===== config.mk =====
export PLATFORM = sky130hd
export DESIGN_NAME = pipe_hazard_ctrl
export DESIGN_NICKNAME = d
export VERILOG_FILES = /design/src/rtl/pipe_hazard_ctrl.sv
export SDC_FILE = /design/constraint.sdc
export NUM_CORES = 1
export LEC_CHECK = 0
export ABC_AREA = 1
export CAP_MARGIN = 20
export CORE_MARGIN = 2
export CORE_UTILIZATION = 40
export DETAILED_ROUTE_END_ITERATION = 12
export GPL_ROUTABILITY_DRIVEN = 0
export MAX_ROUTING_LAYER = met4
export PLACE_DENSITY = 0.72
export REMOVE_ABC_BUFFERS = 1
export SYNTH_ARGS = -nofsm -noshare
export SYNTH_HDL_FRONTEND = slang
export SYNTH_SLANG_ARGS = --single-unit

===== constraint.sdc =====
create_clock -name clk -period 8 [get_ports clk]
set_input_delay 1.6 -clock clk [delete_from_list [all_inputs] [get_ports clk]]
set_output_delay 1.6 -clock clk [all_outputs]
set_load 0.01 [all_outputs]

===== src/rtl/pipe_hazard_ctrl.sv =====
// Hazard and sequencing control for the 5-stage pipeline.
// Covers load-use stalls, branch/jump redirects and the data memory freeze with timeout.
module pipe_hazard_ctrl #(
  parameter int TIMEOUT = 16,
  parameter int CW      = 16
) (
  input  logic          clk,
  input  logic          rst,
  input  logic [4:0]    id_rs,
  input  logic [4:0]    id_rt,
  input  logic          id_uses_rt,
  input  logic          ex_memread,
  input  logic [4:0]    ex_rt,
  input  logic          mem_branch,
  input  logic          mem_zero,
  input  logic          mem_memop,
  input  logic          dmem_ready,
  input  logic          wb_jump,
  output logic          pc_write,
  output logic [1:0]    pc_sel,
  output logic          ifid_en,
  output logic          idex_en,
  output logic          exmem_en,
  output logic          memwb_en,
  output logic          ifid_flush,
  output logic          idex_flush,
  output logic          exmem_flush,
  output logic          memwb_flush,
  output logic          busy,
  output logic          wait_err,
  output logic [CW-1:0] stall_cnt,
  output logic [CW-1:0] flush_cnt
);

  localparam int WW = $clog2(TIMEOUT + 1);

  typedef enum logic {
    RUN,
    MEM_WAIT
  } state_t;

  state_t        state, state_nx;
  logic [WW-1:0] wcnt, wcnt_nx;
  logic          err_nx;
  logic          br_tk;
  logic          load_use;
  logic          rel;

  assign br_tk = mem_branch & mem_zero;

  assign load_use = ex_memread && (ex_rt != 5'd0) &&
                    ((ex_rt == id_rs) ||
                     (id_uses_rt && (ex_rt == id_rt)));

  assign rel = dmem_ready || (wcnt == WW'(TIMEOUT));

  assign busy = (state == MEM_WAIT);

  always_comb begin
    pc_write    = 1'b1;
    pc_sel      = 2'd0;
    ifid_en     = 1'b1;
    idex_en     = 1'b1;
    exmem_en    = 1'b1;
    memwb_en    = 1'b1;
    ifid_flush  = 1'b0;
    idex_flush  = 1'b0;
    exmem_flush = 1'b0;
    memwb_flush = 1'b0;
    state_nx    = state;
    wcnt_nx     = wcnt;
    err_nx      = wait_err;
    if (rst) begin
      pc_write    = 1'b0;
      ifid_en     = 1'b0;
      idex_en     = 1'b0;
      exmem_en    = 1'b0;
      memwb_en    = 1'b0;
      ifid_flush  = 1'b1;
      idex_flush  = 1'b1;
      exmem_flush = 1'b1;
      memwb_flush = 1'b1;
    end else if (wb_jump) begin
      // everything younger than WB is squashed, pending memop included
      pc_sel      = 2'd2;
      ifid_flush  = 1'b1;
      idex_flush  = 1'b1;
      exmem_flush = 1'b1;
      memwb_flush = 1'b1;
      state_nx    = RUN;
      wcnt_nx     = '0;
    end else if (br_tk) begin
      pc_sel      = 2'd1;
      ifid_flush  = 1'b1;
      idex_flush  = 1'b1;
      exmem_flush = 1'b1;
    end else if (state == RUN) begin
      if (mem_memop && !dmem_ready) begin
        pc_write = 1'b0;
        ifid_en  = 1'b0;
        idex_en  = 1'b0;
        exmem_en = 1'b0;
        memwb_en = 1'b0;
        state_nx = MEM_WAIT;
        wcnt_nx  = WW'(1);
      end else if (load_use) begin
        pc_write   = 1'b0;
        ifid_en    = 1'b0;
        idex_flush = 1'b1;
      end
    end else if (rel) begin
      state_nx = RUN;
      wcnt_nx  = '0;
      if (!dmem_ready)
        err_nx = 1'b1;
    end else begin
      pc_write = 1'b0;
      ifid_en  = 1'b0;
      idex_en  = 1'b0;
      exmem_en = 1'b0;
      memwb_en = 1'b0;
      wcnt_nx  = wcnt + 1'b1;
    end
  end

  always_ff @(posedge clk or posedge rst) begin
    if (rst) begin
      state     <= RUN;
      wcnt      <= '0;
      wait_err  <= 1'b0;
      stall_cnt <= '0;
      flush_cnt <= '0;
    end else begin
      state    <= state_nx;
      wcnt     <= wcnt_nx;
      wait_err <= err_nx;
      if (!pc_write && (stall_cnt != '1))
        stall_cnt <= stall_cnt + 1'b1;
      if ((pc_sel != 2'd0) && (flush_cnt != '1))
        flush_cnt <= flush_cnt + 1'b1;
    end
  end

endmodule

==> results.py <==
metrics = {
    "drt": {
        "drc": 0,
        "drt_wl_total_um": 6025,
        "drtIter0Drc": 92,
        "wire_per_inst_um": 12.05,
        "routed_via_density": 4.838,
        "dr.pass1.iters": 4,
        "vias": 2419,
        "antenna_left": 0,
    },
    "cts": {
        "htreeDepth": 2,
        "cts_resized": 0,
        "clkTransAtPathRegs_ps": 80,
        "clkSinkCount": 39,
        "clockBufferDepth": 2,
        "insertion_delay_ps": 300,
        "postCtsHoldBufs": 0,
        "cts_buffers": 5,
        "postCtsSetupRepairBufs": 0,
        "clock-root-buffer": "clkbuf_8",
        "cts_tree": "built",
    },
    "layout": {
        "num_antenna_cells": 0,
        "utilization": 0.5398,
        "syn_to_final_growth_pct": 32.36,
        "drive_gt1_frac": 0.05201,
        "final_nets": 450,
        "stdcell_count": 500,
    },
    "power": {
        "ir_drop_mv": 0.1245,
        "powerDensity_nw_per_um2": 195.0,
        "finalPower_uw": 660.6,
        "p_leak_uw": 0.001609,
    },
    "synthesis": {
        "synthesis.area_um2": 2560,
        "syn_area_per_cell_um2": 7.211,
        "synth.most_common_cell": "nand2_1",
        "yosys_warnings": 0,
        "synth-async-reset-ratio": 1.000,
        "syn-instance-count": 355,
        "yosys.area.top_type_share": 0.3812,
        "ys_seq_area_frac": 0.3812,
        "netlist_top_cells_count": "nand2_1, inv_1, nand3_1",
        "synth-seq-cells": 39,
        "yosys-top-cells-area": "dfrtp_1, nand2_1, xor2_1",
        "synth.distinct_cells": 27,
        "yosysTopAreaCell": "dfrtp_1",
        "ys.flop_type": "dfrtp_1",
        "synth_edf_count": 0,
    },
    "critical_path": {
        "reg2reg_slack_ps": 5830,
        "rr_worst_depth": 8,
        "r2r-start": "flush_cnt[0]",
        "crit_path_max_fanout": 44,
        "cp-start-kind": "primary input",
        "crit_path_end_kind": "output port",
        "crit_arrival_ps": 3610,
        "worst-endpoint-required_ps": 6400,
        "reg2reg_to": "flush_cnt[12]",
        "critPathKind": "primary input to output port",
    },
    "placed_design": {
        "dp.cells": 492,
        "dpl.hpwl_um": 4651,
        "portBuffers": 68,
    },
    "min_path": {
        "holdPathStages": 1,
        "hold_class": "flop to flop",
        "min_to": "wait_err",
        "hold_start": "wait_err",
    },
    "timing": {
        "hold_ws_ps": 516.3,
        "achievable-frequency_ghz": 0.1918,
        "setup-tns-final_ps": 0,
        "rsz0062_at_grt": "no",
        "worst_slew_pin_slew_ps": 523.4,
        "finClkSkew_ps": 8.827,
        "hold_viol_final": 0,
        "period_minus_slack_ps": 5214,
        "slew_headroom": 0.6511,
        "finalCritPeriodShare": 0.6518,
        "final-setup-viol-count": 0,
        "drv_slew": 0,
    },
    "global_routing": {
        "grt_pass1_vias": 2353,
        "grt_pass1_wl_um": 10340,
        "top_usage_layer": "met2",
        "grt_use_total": 0.1828,
        "grt_util_met1": 0.2146,
        "antenna_found_initial": 0,
        "gr-usage-met3": 0.02967,
        "overflow": 0,
        "grt_max_degree": 45,
        "grt.met2_usage": 0.3200,
    },
    "floorplan": {
        "pin_count": 69,
        "start_util": 0.4078,
        "core_area_um2": 6277,
        "fp.dieW_um": 84,
        "die_h_um": 84,
        "dieArea_um2": 7056,
        "rows": 29,
    },
    "run": {
        "drv_cap": 0,
    },
    "run_status": {
        "outcome": "finished, final reports clean",
    },
}
==> power breakdown <==
group          switching, µW  internal, µW  leakage, µW
combinational            103           112      0.00103
clock                   73.7          92.9    0.0000581
sequential              48.4           231     0.000517
==> layout by cell type, fill, tap and decap left out <==
cell / instances
o22ai_1: 2
nand3_4: 1
inv_1: 44
dfrtp_1: 39
nor3_2: 2
inv_2: 1
o21bai_1: 1
nor3b_1: 2
nand2_1: 117
clkdlybuf4s50_1: 68
xor2_1: 25
ha_1: 4
o21ai_0: 3
clkbuf_8: 5
nor2_2: 1
nand3_1: 40
clkinv_2: 1
xnor2_1: 5
buf_4: 1
nor3_1: 12
a21oi_1: 3
bufinv_16: 1
clkinv_4: 1
nor2_1: 31
nand3b_1: 1
and2_2: 1
o21ai_2: 5
nand2_4: 2
nand4_1: 3
a41oi_1: 1
==> cell families after synthesis <==
family,count (synthesis),share of synthesized area
AOI/OAI and AO/OA,15,0.04007
buffers and inverters,54,0.09286
adders and majority gates,4,0.01955
xor gates and xnor gates,30,0.1026
and+or+nand+nor,213,0.3636
DFF,39,0.3812
==> worst max path at each step <==
stage	start	endpoint	slack, ps	depth (start not counted)
floorplan	rst	ifid_en	3240	5
global placement	rst	pc_write	2810	8
detailed placement	rst	pc_write	2750	8
CTS	rst	pc_write	2760	8
global route	rst	pc_write	2600	8
finish	rst	pc_write	2790	8
==> sequential cells by signal, indices dropped and copies added (netlist names) <==
signal / cells
wait_err: 1
busy: 1
flush_cnt: 16
stall_cnt: 16
wcnt: 5
==> area by class of cell <==
| class | count | area [µm²] |
|---|---|---|
| clock inverter | 3 | 43.79 |
| clock buffer | 5 | 68.82 |
| fill | 585 | 2889 |
| tap | 77 | 96.34 |
| inverter | 45 | 168.9 |
| timing repair buffer | 69 | 688.2 |
| sequential | 39 | 975.9 |
| multi-input combinational | 262 | 1346 |
==> per-layer routing <==
metal	up-vias	wire, µm	share of wire
met5	-	0	0
met4	0	123	0.020
met3	10	210	0.035
met2	56	3079	0.51
met1	1117	2612	0.43
li1	1236	-	-
==> metrics by stage <==
stage | instance area (µm²) | worst slack (ps)
after floorplan | 2491 | 3238
after global placement | 3276 | 2808
after detailed placement | 3276 | 2751
after CTS | 3388 | 2758
after global routing | 3388 | 2604
final | 3388 | 2786
==> critical path, cell delays in order <==
cell and delay (ps):
clkdlybuf4s50_1 440, inv_1 70, buf_4 450, nand2_1 130, inv_2 110, nand2_4 140
inv_1 110, clkdlybuf4s50_1 550
Power figures use the tool's default switching activity.
